<file path="src/rtl/cpu_step_ctrl.sv">
// Execution sequencer for the 4-bit LED-matrix CPU: turns button input, a prescaled run rate
// and a PC breakpoint into a one-clock step enable for the core.
module cpu_step_ctrl #(
    parameter int unsigned PRESCALE_W   = 24,
    parameter int unsigned DEBOUNCE_W   = 16,
    parameter bit          RUN_AT_RESET = 1'b1
) (
    input  logic       clk,
    input  logic       rst,
    input  logic       btn_run_n,
    input  logic       btn_step_n,
    input  logic [3:0] pc,
    input  logic [3:0] bp_addr,
    input  logic       bp_en,
    output logic       step_en,
    output logic       running,
    output logic       bp_hit,
    output logic [7:0] step_count
);

    typedef enum logic [1:0] {StHalt, StRun, StStep, StBrk} state_e;

    localparam state_e ResetState = RUN_AT_RESET ? StRun : StHalt;

    // Button index 0 is run/halt, index 1 is single-step.
    logic [1:0]            btn_raw;
    logic [1:0]            sync1_q, sync2_q;
    logic [1:0]            stable_q, stable_d;
    logic [DEBOUNCE_W-1:0] cnt_q [2];
    logic [DEBOUNCE_W-1:0] cnt_d [2];
    logic [1:0]            press;
    logic                  run_press, step_press;

    state_e                state_q, state_d;
    logic [PRESCALE_W-1:0] prescale_q, prescale_d;
    logic                  skip_q, skip_d;
    logic                  step_en_q, step_en_d;
    logic                  running_q, running_d;
    logic                  bp_hit_q, bp_hit_d;
    logic [7:0]            step_count_q, step_count_d;
    logic                  tick, bp_match;

    assign btn_raw = {btn_step_n, btn_run_n};

    always_ff @(posedge clk or negedge rst) begin
        if (!rst) begin
            sync1_q  <= 2'b11;
            sync2_q  <= 2'b11;
            stable_q <= 2'b11;
            cnt_q    <= '{default: '0};
        end else begin
            sync1_q  <= btn_raw;
            sync2_q  <= sync1_q;
            stable_q <= stable_d;
            cnt_q    <= cnt_d;
        end
    end

    // Any disagreement restarts only when synced matches stable again; a full count commits.
    always_comb begin
        stable_d = stable_q;
        press    = 2'b00;
        for (int i = 0; i < 2; i++) begin
            cnt_d[i] = '0;
            if (sync2_q[i] != stable_q[i]) begin
                if (&cnt_q[i]) begin
                    stable_d[i] = sync2_q[i];
                    press[i]    = stable_q[i];
                end else begin
                    cnt_d[i] = cnt_q[i] + DEBOUNCE_W'(1);
                end
            end
        end
    end

    assign run_press  = press[0];
    assign step_press = press[1];

    assign tick     = &prescale_q;
    assign bp_match = bp_en && (pc == bp_addr) && !skip_q;

    always_comb begin
        state_d    = state_q;
        prescale_d = '0;
        skip_d     = skip_q;
        step_en_d  = 1'b0;
        case (state_q)
            StRun: begin
                // A run press takes priority and drops a tick landing in the same cycle.
                if (run_press) begin
                    state_d = StHalt;
                end else begin
                    prescale_d = prescale_q + PRESCALE_W'(1);
                    if (tick) begin
                        if (bp_match) begin
                            state_d = StBrk;
                        end else begin
                            step_en_d = 1'b1;
                            skip_d    = 1'b0;
                        end
                    end
                end
            end
            StHalt: begin
                if (run_press) begin
                    state_d = StRun;
                    skip_d  = 1'b0;
                end else if (step_press) begin
                    state_d   = StStep;
                    step_en_d = 1'b1;
                end
            end
            StStep: begin
                state_d = StHalt;
            end
            StBrk: begin
                // Leaving a breakpoint by run must not re-trap on the same pc.
                if (run_press) begin
                    state_d = StRun;
                    skip_d  = 1'b1;
                end else if (step_press) begin
                    state_d   = StStep;
                    step_en_d = 1'b1;
                end
            end
            default: begin
                state_d = StHalt;
            end
        endcase
        running_d    = (state_d == StRun);
        bp_hit_d     = (state_d == StBrk);
        step_count_d = step_en_d ? step_count_q + 8'd1 : step_count_q;
    end

    always_ff @(posedge clk or negedge rst) begin
        if (!rst) begin
            state_q      <= ResetState;
            prescale_q   <= '0;
            skip_q       <= 1'b0;
            step_en_q    <= 1'b0;
            running_q    <= RUN_AT_RESET;
            bp_hit_q     <= 1'b0;
            step_count_q <= 8'd0;
        end else begin
            state_q      <= state_d;
            prescale_q   <= prescale_d;
            skip_q       <= skip_d;
            step_en_q    <= step_en_d;
            running_q    <= running_d;
            bp_hit_q     <= bp_hit_d;
            step_count_q <= step_count_d;
        end
    end

    assign step_en    = step_en_q;
    assign running    = running_q;
    assign bp_hit     = bp_hit_q;
    assign step_count = step_count_q;

endmodule

</file>
<file path="config.mk">
export PLATFORM = sky130hd
export DESIGN_NAME = cpu_step_ctrl
export DESIGN_NICKNAME = d
export VERILOG_FILES = /design/src/rtl/cpu_step_ctrl.sv
export SDC_FILE = /design/constraint.sdc
export NUM_CORES = 1
export LEC_CHECK = 0
export CAP_MARGIN = 20
export CORE_ASPECT_RATIO = 1.25
export CORE_MARGIN = 2
export CORE_UTILIZATION = 40
export CTS_CLUSTER_DIAMETER = 100
export DETAILED_ROUTE_END_ITERATION = 6
export GPL_TIMING_DRIVEN = 0
export SKIP_LAST_GASP = 1
export SLEW_MARGIN = 20
export SYNTH_ARGS = -nofsm -noshare
export SYNTH_HDL_FRONTEND = slang
export SYNTH_SLANG_ARGS = --single-unit
</file>
<file path="constraint.sdc">
create_clock -name clk -period 2.1 [get_ports clk]
set_input_delay 0.42 -clock clk [delete_from_list [all_inputs] [get_ports clk]]
set_output_delay 0.42 -clock clk [all_outputs]
set_load 0.05 [all_outputs]
</file>
==> out/metrics.cfg <==
[logic_synthesis]
ys_ff_latch=76
ys.flop_type=dfrtp_1
synth_area_um2=3771
synth_top_area_cell=dfrtp_1
synth_top_area_share=0.4512
syn_area_per_cell_um2=10.36
yosysUniqueCellTypes=44
yosysSeqAreaShare=0.5070
ys.warnings.count=0
synth_area_leaders=dfrtp_1, xor2_1, nor2_1, dfstp_2, xnor2_1
ys_top_cells_by_count=dfrtp_1, nor2_1, xor2_1, nand3_1, nand2_1
synth-async-reset-ratio=1.000
synth_fp_nets=386
synth_edf_count=0
syn_inst=364

[flow_run]
cap_violations=0

[pwr]
pwr-share-clk=0.489
vdd_drop_max_uv=281.0
seqPwrFrac=0.480
switching_share=0.2061
p_switching_uw=642.3
internal-power_uw=2475
p_comb_frac=0.031
p_leak_uw=0.001983
p_per_area_nw_per_um2=674.2

[layout]
num-nets-final=429
diodes=0
area_delta_synth_final_pct=22.59
drive_gt1_frac=0.1675
final_area_um2=4623

[global_routing]
antenna_found_initial=0
grt_pass1_wl_um=12390
grt_pass1_vias=2737
grtUsageTotal=0.1502
gr-total-overflow=0
grt_max_degree=43

[setup_path]
critPathMaxFanout=7
critPathRequiredTime_ps=2320
cp-end-kind=register
startpoint_type=primary input
rr_worst_depth=6
path_class=in -> reg
cp.arrival_ps=2300

[floorplan]
core_area_um2=9174
die_area_um2=10230
die_h_um=112.6
io_pins=24
start_util=0.4111
rows=39
fp.dieW_um=90.85

[sta]
period_share=0.9903
whs_ps=33.84
drv_slew=0
worst_pin_slew_ps=496.4
rsz0062_at_grt=true
fmaxAchievable_ghz=0.4809
fin_crit_ps=2080
report.final.hold_viol_count=0
setup_viol=0
worst_slack_ps=20.46
maxSlewHeadroom=0.6680
skew_ps=8.255

[place]
placed_area_um2=4173
place_ws_ps=-317.1
gp_congestion=0.7565
port_buffers=23
hpwl_um=4815

[cts]
cts_buffers=9
tritoncts=yes
htree_num_levels=3
ctsHoldBuffers=0
clock_latency_ps=330
clock_sinks=76
clk_path_buf_depth=2
root_buffer=clkbuf_16
cts.clk_slew.worst_paths_ps=60

[routing]
drtIter0Drc=144
postRouteAntennaNets=0
dr_total_vias=2658
drc_errors=0
wire_per_inst_um=13.06
finalWirelength_um=6986
vias_per_cell=4.968
firstDrtPassIters=4

[outcome]
status=completed

[hold_path]
hold_class=in -> async

[critical path: stages]
cell             delay (ps)
clkdlybuf4s50_1         410
xor2_1                  160
nor3b_1                 330
nand2_1                 190
a31oi_4                 380
nor3_2                   90
mux2_1                  320
[final timing paths]
check,slack [ps],start,to
max,20,bp_addr[1],step_count[1]$_DFFE_PN0P_
min,30,rst,step_count[4]$_DFFE_PN0P_
max reg2reg,60,state_q[0]$_DFF_PN1_,step_count[1]$_DFFE_PN0P_
min reg2reg,360,sync1_q[1]$_DFF_PN1_,sync2_q[1]$_DFF_PN1_
max in group asynchronous,1420,rst,stable_q[0]$_DFFE_PN1P_
min in group clk,360,sync1_q[1]$_DFF_PN1_,sync2_q[1]$_DFF_PN1_
[registers in the layout, indices dropped and copies added, names as in the netlist]
name,flops
running,1
prescale_q,24
cnt_q,32
sync2_q,2
step_count,8
state_q,2
sync1_q,2
bp_hit,1
step_en,1
stable_q,2
skip_q,1
[logic make-up (layout without fill, tap and decap cells)]
logic type / after synthesis / after routing / share of synthesized area
XOR/XNOR: 62 / 62 / 0.1440
multiplexers: 3 / 3 / 0.008958
flip-flops: 76 / 76 / 0.5070
AO/OA/AOI/OAI: 13 / 13 / 0.02654
adder cells (fa/ha/maj): 9 / 9 / 0.02986
buffers and inverters: 16 / 64 / 0.01758
AND/OR/NAND/NOR: 185 / 185 / 0.2661
[power by group through the flow]
| stage | clock network [uW] | logic, uW | registers, uW |
|---|---|---|---|
| floorplan | 0 | 32.9 | 1520 |
| CTS | 1570 | 99.1 | 1500 |
| global placement | 0 | 93.3 | 1520 |
| global route | 1640 | 112 | 1500 |
| finish | 1520 | 98.1 | 1500 |
| detailed placement | 0 | 98.7 | 1520 |
[final cells by class]
| cell class | instances | area, um^2 |
|---|---|---|
| Timing Repair Buffer | 32 | 307.8 |
| Multi-Input combinational cell | 272 | 1879 |
| Clock inverter | 4 | 48.80 |
| Buffer | 7 | 41.29 |
| Tap cell | 123 | 153.9 |
| Inverter | 9 | 33.78 |
| Clock buffer | 12 | 246.5 |
| Sequential cell | 76 | 1912 |
| Fill cell | 889 | 4551 |
[repair_timing]
| item | in CTS | in global routing |
|---|---|---|
| buffers inserted | 4 | 4 |
| gates resized for setup | 4 | 18 |
| pin swaps | 2 | 9 |
| endpoints found under the setup margin | 40 | 52 |
| gates cloned | 0 | 0 |
| endpoints found under the hold margin | 0 | 0 |
[cells in the final DEF, fill, tap and decap left out, types with 2 or more instances in the layout]
| master | n |
|---|---|
| nor2_1 | 68 |
| dfrtp_1 | 68 |
| xor2_1 | 43 |
| nand3_1 | 25 |
| nand2_1 | 23 |
| clkdlybuf4s50_1 | 22 |
| xnor2_1 | 19 |
| nand4_1 | 14 |
| inv_1 | 9 |
| clkbuf_16 | 9 |
| buf_4 | 9 |
| dfstp_2 | 8 |
| nor3_1 | 7 |
| ha_1 | 7 |
| and3_1 | 6 |
| and4_1 | 5 |
| a21oi_1 | 5 |
| clkbuf_4 | 3 |
| nor3_4 | 3 |
| nor2b_1 | 3 |
| nor4_2 | 3 |
| clkbuf_1 | 3 |
| and3_2 | 2 |
| nor3b_1 | 2 |
| nand3_2 | 2 |
| buf_2 | 2 |
| nor4_4 | 2 |
| and2_1 | 2 |
| or2_2 | 2 |
| o21ai_0 | 2 |
| or3_1 | 2 |
| nor3b_2 | 2 |
| nor3_2 | 2 |
| mux2_2 | 2 |
| clkinv_2 | 2 |
[metrics by stage]
stage,power [uW],util,setup TNS (ps),std cells
3_3_place_gp,1614,0.4529,-153550,510
6_report,3117,0.5040,0,535
5_1_grt,3248,0.5040,-138.9,535
2_1_floorplan,1551,-,0,364
3_5_place_dp,1620,0.4549,-6130,511
4_1_cts,3163,0.4915,-97.40,531
[layer usage]
layer / global-route usage / share of wire
met2: 0.2483 / 0.49
met3: 0.03893 / 0.031
met5: 0 / 0
met4: 0.07273 / 0.024
met1: 0.1833 / 0.46
(Power assumes the default switching activity.)
